$ cat src/rtl/dff_bank_arbiter.sv
// Round-robin write controller for a shared WIDTH-bit flip-flop bank.
// A grant loads the winner's data, then locks the bank for HOLD_CYC cycles.
module dff_bank_arbiter #(
  parameter int WIDTH    = 8,
  parameter int NREQ     = 4,
  parameter int OWN_W    = 2,
  parameter int HOLD_CYC = 2
) (
  input  logic                  clk,
  input  logic                  rst_n,
  input  logic [NREQ-1:0]       req,
  input  logic [NREQ*WIDTH-1:0] d_flat,
  output logic [NREQ-1:0]       ack,
  output logic [WIDTH-1:0]      q,
  output logic [OWN_W-1:0]      owner,
  output logic                  valid,
  output logic                  busy
);

  localparam int CNT_W = 4;
  localparam int PAD_N = 2**OWN_W;
  localparam logic [CNT_W-1:0] HOLD_LOAD = (HOLD_CYC > 0) ? CNT_W'(HOLD_CYC - 1) : '0;
  localparam logic [OWN_W-1:0] LAST_IDX  = OWN_W'(NREQ - 1);
  localparam bit HAS_HOLD = (HOLD_CYC > 0);

  typedef enum logic {IDLE, HOLD} state_e;

  state_e           state_q, state_d;
  logic [CNT_W-1:0] cnt_q, cnt_d;
  logic [OWN_W-1:0] ptr_q, ptr_d;
  logic [OWN_W-1:0] owner_q, owner_d;
  logic [WIDTH-1:0] bank_q, bank_d;
  logic             valid_q, valid_d;
  logic [NREQ-1:0]  ack_q, ack_d;

  logic [PAD_N-1:0] reqPad;
  logic [OWN_W:0]   cand;
  logic             winFound;
  logic [OWN_W-1:0] winIdx;
  logic [WIDTH-1:0] winData;
  logic [NREQ-1:0]  winOneHot;
  logic [OWN_W-1:0] nextPtr;

  // Padding lets the rotated index address req with exactly OWN_W bits.
  assign reqPad = PAD_N'(req);

  always_comb begin
    winFound = 1'b0;
    winIdx   = '0;
    cand     = '0;
    for (int k = 0; k < NREQ; k++) begin
      cand = {1'b0, ptr_q} + (OWN_W+1)'(k);
      if (cand >= (OWN_W+1)'(NREQ)) begin
        cand = cand - (OWN_W+1)'(NREQ);
      end
      if (!winFound && reqPad[cand[OWN_W-1:0]]) begin
        winFound = 1'b1;
        winIdx   = cand[OWN_W-1:0];
      end
    end
  end

  always_comb begin
    winData = '0;
    for (int i = 0; i < NREQ; i++) begin
      if (winIdx == OWN_W'(i)) begin
        winData = d_flat[i*WIDTH +: WIDTH];
      end
    end
  end

  assign winOneHot = NREQ'(1) << winIdx;
  assign nextPtr   = (winIdx == LAST_IDX) ? '0 : winIdx + OWN_W'(1);

  always_comb begin
    state_d = state_q;
    cnt_d   = cnt_q;
    ptr_d   = ptr_q;
    owner_d = owner_q;
    bank_d  = bank_q;
    valid_d = valid_q;
    ack_d   = '0;
    case (state_q)
      IDLE: begin
        if (winFound) begin
          bank_d  = winData;
          owner_d = winIdx;
          valid_d = 1'b1;
          ack_d   = winOneHot;
          ptr_d   = nextPtr;
          if (HAS_HOLD) begin
            state_d = HOLD;
            cnt_d   = HOLD_LOAD;
          end
        end
      end
      HOLD: begin
        if (cnt_q == '0) begin
          state_d = IDLE;
        end else begin
          cnt_d = cnt_q - CNT_W'(1);
        end
      end
      default: state_d = IDLE;
    endcase
  end

  always_ff @(posedge clk or negedge rst_n) begin
    if (!rst_n) begin
      state_q <= IDLE;
      cnt_q   <= '0;
      ptr_q   <= '0;
      owner_q <= '0;
      bank_q  <= '0;
      valid_q <= 1'b0;
      ack_q   <= '0;
    end else begin
      state_q <= state_d;
      cnt_q   <= cnt_d;
      ptr_q   <= ptr_d;
      owner_q <= owner_d;
      bank_q  <= bank_d;
      valid_q <= valid_d;
      ack_q   <= ack_d;
    end
  end

  assign ack   = ack_q;
  assign q     = bank_q;
  assign owner = owner_q;
  assign valid = valid_q;
  assign busy  = (state_q == HOLD);

endmodule

$ cat config.mk
export PLATFORM = sky130hd
export DESIGN_NAME = dff_bank_arbiter
export DESIGN_NICKNAME = d
export VERILOG_FILES = /design/src/rtl/dff_bank_arbiter.sv
export SDC_FILE = /design/constraint.sdc
export NUM_CORES = 1
export LEC_CHECK = 0
export CAP_MARGIN = 20
export CELL_PAD_IN_SITES_DETAIL_PLACEMENT = 0
export CELL_PAD_IN_SITES_GLOBAL_PLACEMENT = 1
export CORE_MARGIN = 4
export CORE_UTILIZATION = 31
export DETAILED_ROUTE_END_ITERATION = 6
export GPL_TIMING_DRIVEN = 0
export PLACE_DENSITY = 0.79
export RECOVER_POWER = 50
export SLEW_MARGIN = 20
export SYNTH_ARGS = -nofsm -noshare
export SYNTH_HDL_FRONTEND = slang
export SYNTH_SLANG_ARGS = --single-unit
$ cat constraint.sdc
create_clock -name clk -period 3.3 [get_ports clk]
set_clock_uncertainty 0.15 [all_clocks]
set_input_delay 0.33 -clock clk [delete_from_list [all_inputs] [get_ports clk]]
set_output_delay 0.33 -clock clk [all_outputs]
set_load 0.1 [all_outputs]
Yosys cells after proc, flatten, opt, wreduce, memory -nomap -nowiden. Cells that the tools add are included. Widths: inputs -> output; s select.

Register bits: 22. Input bits: 38.

Add/sub/neg operators: 9. $lt $le $gt $ge: 8. Eq/ne operators: 5. Shift-type cells: 1. Mux-type cells: 33. Bitwise gates (word level): 1. Reduce and logical (&&, ||, !) cells: 10.

Operators with widths (count): $mux 8 (4); $mux 2 (9); $mux 4 (4); $lt 2x3->1 const B (4); $mux 1 (10); $ge 3x3->1 const B (3); $bmux 1 s2 (4); $pmux 4 s2 (1); $sub 2x1->2 const B (4); $add 2x2->3 const B (2); $eq 2x2->1 const B (2); $logic_not 4->1 (1); $ne 2x2->1 const B (2); $reduce_and 2->1 (2); $shl 1x2->4 const A (1); $sub 4x1->4 const B (1); $add 2x1->3 const B (1); $ge 2x3->1 const B (1); $logic_and 1x1->1 (3); $logic_not 1->1 (3); $add 2x1->2 const B (1); $eq 2x1->1 const B (1); $logic_not 2->1 (1); $pmux 1 s2 (1); $not 1->1 (1).

Depth between registers and ports, before layout. Gate-level depths: netlist (run 1).

Depth in word-level cells: 19. Depth in mapped cells: 9. Gate-level depth less buffers: 7.

Worst setup path after synthesis (run 1). Ideal clock, no wire load.

Kind: reg2reg. Start point: reg ptr_q[1]. End point: reg bank_q[3], in the netlist q[3]. Arrival time: 2.106 ns. Data required time: 3.070 ns. Slack: 0.964 ns. Stages on the path, launching flop included: 9. Buffers on the path: 2. Period minus slack after synthesis: 2.336 ns. Cell sequence: dfrtp_1 mux2i_1 nor2_1 or4_1 ha_1 buf_2 buf_2 a221o_1 a2bb2oi_1.

Word-level cells in the longest chain between the ends: 19.

Ends and longest elaborated chain: from (decl) (RTL line 30) `logic [OWN_W-1:0] ptr_q, ptr_d;`; from (signal assigned) (RTL line 120) `ptr_q <= ptr_d;`; branches (longest 19 deep; another with $add 2x1->3); to (signal assigned) (RTL line 122) `bank_q <= bank_d;`; to (decl) (RTL line 32) `logic [WIDTH-1:0] bank_q, bank_d;`.

Several ways; the timed one is not identified. The select of a mux whose other input is x is not followed. A chain may end at the register's enable or synchronous reset.

Worst setup path after layout (run 1).
Start point: in req[0]. End point: reg bank_q[6], in the netlist q[6].

Word-level cells in the longest chain between the ends: 17.

Ends and longest elaborated chain: from (decl) (RTL line 11) `input logic [NREQ-1:0] req,`; $bmux 1 s2 (RTL line 56) `if (!winFound && reqPad[cand[OWN_W-1:0]]) begin`; $mux 1 (not written as such) (RTL line 56); $mux 1 (RTL line 56); $logic_not 1->1 (RTL line 56); $logic_and 1x1->1 (RTL line 56); $mux 1 (RTL line 56); $logic_not 1->1 (RTL line 56); $logic_and 1x1->1 (RTL line 56); $mux 1 (RTL line 56); $logic_not 1->1 (RTL line 56); $logic_and 1x1->1 (RTL line 56); $mux 2 (*) (RTL line 56); named net winIdx[0] (RTL line 39) `logic [OWN_W-1:0] winIdx;`; $logic_not 2->1 (RTL line 66) `if (winIdx == OWN_W'(i)) begin`; $mux 8 (3 in a row) (RTL line 66); $mux 8 (*) (RTL line 66).

Mark *: on every way through the listed nets, which the timed path passes. The rest lies on a longest branch. The select of a mux whose other input is x is not followed.

==> flow_summary.yaml, run 1 <==
outcome:
  status: "finished clean"
global_routing:
  globalRoute.totalOverflow: 0
  grt_pass1_wl_um: 6400
  antenna_found_initial: 0
  groute.usage.overall_pct: 15.3
  via_count_of_the_first_global_routing_pass: 1350
  grt_start_max_net_pins: 23
die:
  initial_core_util_pct: 32.3
  core.rowCount: 23
  design.die.area_um2: 5330
  coreArea_um2: 4060
  fp.dieW_um: 73.0
  ios: 54
  die_height_um: 73.0
worst_setup_path:
  cp-start-kind: "primary input"
  crit_path_max_incr_delay_ns: 0.51
  criticalPathCategory: "primary input to register"
  crit_top_cell: "clkbuf_1"
  crit_path_end_kind: "register"
  timing.critical_path.cells: "clkdlybuf4s50_1, nor4_4, buf_2, nor4_1, ha_1, clkbuf_1, clkbuf_1, a221o_1, a2bb2oi_1"
  cp_slowest_cell: "nor4_4"
  worst_ep_arrival_time_ns: 2.99
  critPathRequiredTime_ns: 3.34
  path_max_fanout: 10
timing:
  max-slew-margin-rel_pct: 20.5
  timing.fmax_mhz: 339
  post-route-period-util_pct: 89.5
  fin_worst_hold_slack_ns: 0.327
  grt_setup_unrepaired: "false"
  finalHoldViolations: 0
  tightestPinTransition_ns: 1.19
  fin_setup_tns_ns: 0
  fin_crit_ns: 2.95
  timing.final.max_slew_violations: 0
  finalSetupViolations: 0
cells_and_area:
  design.final.nets: 235
  drive_above_1_share_pct: 7.33
  insertedDiodeCount: 0
  syn_to_final_growth_pct: 50.9
  layout.filler_cells: 377
logic_synthesis:
  synth_top_cells_by_area: "dfrtp_1, a221o_1, a2bb2oi_1, ha_1, a211oi_1"
  syn_avg_cell_area_um2: 9.86
  postSynthCellCount: 133
  syn_nets: 176
  yosys.cell_types.count: 33
  yosys.area.top_type_share_pct: 42.0
  yosys_register_bits: 22
  post_synth_design_cell_area_um2: 1310
  synth_largest_area_cell: "dfrtp_1"
  seq_area_frac_synth_pct: 42.0
  yosys_warning_total: 0
cts:
  cts_buffers: 3
  cts.root.buffer_cell: "clkbuf_8"
  cts-hold-fix-buffers: 0
  clock_tree.htree_level_count: 1
  clock_insertion_delay_worst_skew_ns: 0.26
  cts-root-to-sink-buffers: 2
  tritoncts_num_sinks: 22
  clkSlewWorstSetupHoldPaths_ns: 0.08
  cts_tree: "done"
  postCtsSetupBuffers: 0
  postCtsResizedCells: 0
run:
  cap_violations: 0
drt:
  detail_route.vias_per_cell: 5.31
  post_drt_wl_per_cell_um: 16.9
  firstDrtPassIters: 4
  residual_drc_count: 0
  drt_first_iter_violations: 25
  final_antenna_net_count: 0
  wire_length_after_detailed_routing_um: 4070
  detailroute.via_count: 1280
power_and_ir_drop:
  standby_leakage_power_nw: 0.829
  power-per-cell-area_nw_per_um2: 1090
  ir_worst_vdd_mv: 0.669
placement:
  place.gp.congestion: 0.843
  buffer_ports.inserted: 53
  post-dp-hpwl_um: 3190
min_path:
  holdCritPathClass: "register to register"
==> sequential cells by signal, indices dropped and copies added, names as in the netlist <==
| signal | cells |
|---|---|
| ptr_q | 2 |
| busy | 1 |
| valid | 1 |
| cnt_q | 4 |
| ack | 4 |
| q | 8 |
| owner | 2 |
==> cells by family after synthesis <==
kind of cell	count (synthesis)	share of synthesized area (%)
compound gates	44	25.0
simple gates	35	17.5
buf+inv	22	6.77
flops	22	42.0
mux	5	4.01
fa+ha+maj	5	4.77
==> worst paths after layout <==
kind / slack, ns / cells past startpoint / startpoint / to
max: 0.35 / 9 / req[0] / q[6]
min: 0.33 / 1 / valid / valid
max reg2reg: 0.65 / 8 / ptr_q[1] / q[0]
min reg2reg: 0.33 / 1 / valid / valid
max in group asynchronous: 1.61 / 2 / rst_n / owner[1]
min in group asynchronous: 0.68 / 2 / rst_n / cnt_q[1]
==> cells in the mapped netlist <==
library cell and number:
o22ai_1 1, nor4_4 1, dfrtp_1 22, nand3b_1 8
and2_1 4, nand4b_1 1, or2_2 2, buf_1 1
a211oi_1 8, nand2b_1 4, mux2_2 2, o31ai_1 1
inv_1 12, o41a_1 1, a221oi_1 1, or4_1 1
or3b_2 1, a2bb2oi_1 8, nand3_1 1, nor4_1 1
mux2i_1 3, o41ai_1 1, nor2b_1 1, nor3_1 1
clkbuf_1 4, a21oi_1 11, nor2_1 4, nand2_1 4
buf_2 5, nor3b_1 1, a221o_1 8, o21ai_0 4
ha_1 5
==> cells in the final DEF, fill, tap and decap left out, types with 2 or more instances in the layout <==
cell / count
clkbuf_1: 6
a21oi_1: 11
a2bb2oi_1: 8
a221o_1: 8
or2_2: 2
dfrtp_1: 22
mux2_2: 2
inv_1: 12
buf_2: 4
nand3b_1: 8
mux2i_1: 3
nor2_1: 4
o21ai_0: 4
nand2_1: 4
and2_1: 4
clkdlybuf4s50_1: 52
a211oi_1: 8
clkbuf_8: 3
nand2b_1: 4
ha_1: 5
==> worst max-delay path: cells and delay by family <==
kind	cells	cell delay (ns)
AO/OA/AOI/OAI	2	0.50
adder cells (fa/ha/maj)	1	0.20
AND/OR/NAND/NOR	2	0.64
buffers and inverters	4	1.31
==> through the flow <==
step | cell area, um2 | power, mW | std cells | worst slack [ns] | utilization [%]
after floorplan | 1310 | 1.53 | 133 | 0.964 | -
after global placement | 1900 | 1.87 | 236 | 0.154 | 46.9
after detailed placement | 1900 | 1.90 | 236 | 0.0608 | 46.9
after CTS | 1980 | 2.16 | 240 | 0.332 | 48.7
after global routing | 1980 | 2.27 | 241 | 0.151 | 48.8
final | 1980 | 2.15 | 241 | 0.346 | 48.8
==> per-layer routing <==
metal	vias up	global-route usage, %	share of wire [%]
met2	34	28.1	53
met4	0	4.71	2.1
li1	614	-	-
met5	-	0	0
met3	10	3.86	4.1
met1	622	17.2	41
==> area by class of cell <==
class | count | area (um2) | share of cell area, %
Clock buffer | 3 | 41.3 | 2.09
Inverter | 12 | 45.0 | 2.28
Clock inverter | 1 | 30.0 | 1.52
Sequential cell | 22 | 551 | 27.8
Multi-Input combinational cell | 89 | 672 | 34.0
Timing Repair Buffer | 54 | 534 | 27.0
Buffer | 10 | 42.5 | 2.15
Tap cell | 50 | 62.6 | 3.16
==> where the power goes <==
part           internal, mW  total, mW  switching, mW  leakage (nW)
clock                 0.162      0.251         0.0885        0.0357
sequential            0.386      0.460         0.0738         0.261
combinational         0.468       1.44          0.973         0.532
Power figures use the tool's default switching activity.
==> run 2, diff against run 1 <==
--- a/config.mk
+++ b/config.mk
@@ -14,6 +14,7 @@
 export GPL_TIMING_DRIVEN = 0
 export PLACE_DENSITY = 0.79
 export RECOVER_POWER = 50
+export SKIP_LAST_GASP = 1
 export SLEW_MARGIN = 20
 export SYNTH_ARGS = -nofsm -noshare
 export SYNTH_HDL_FRONTEND = slang
==> results of run 2 <==
The final DEF is identical to that of run 1; final timing and power are the same.
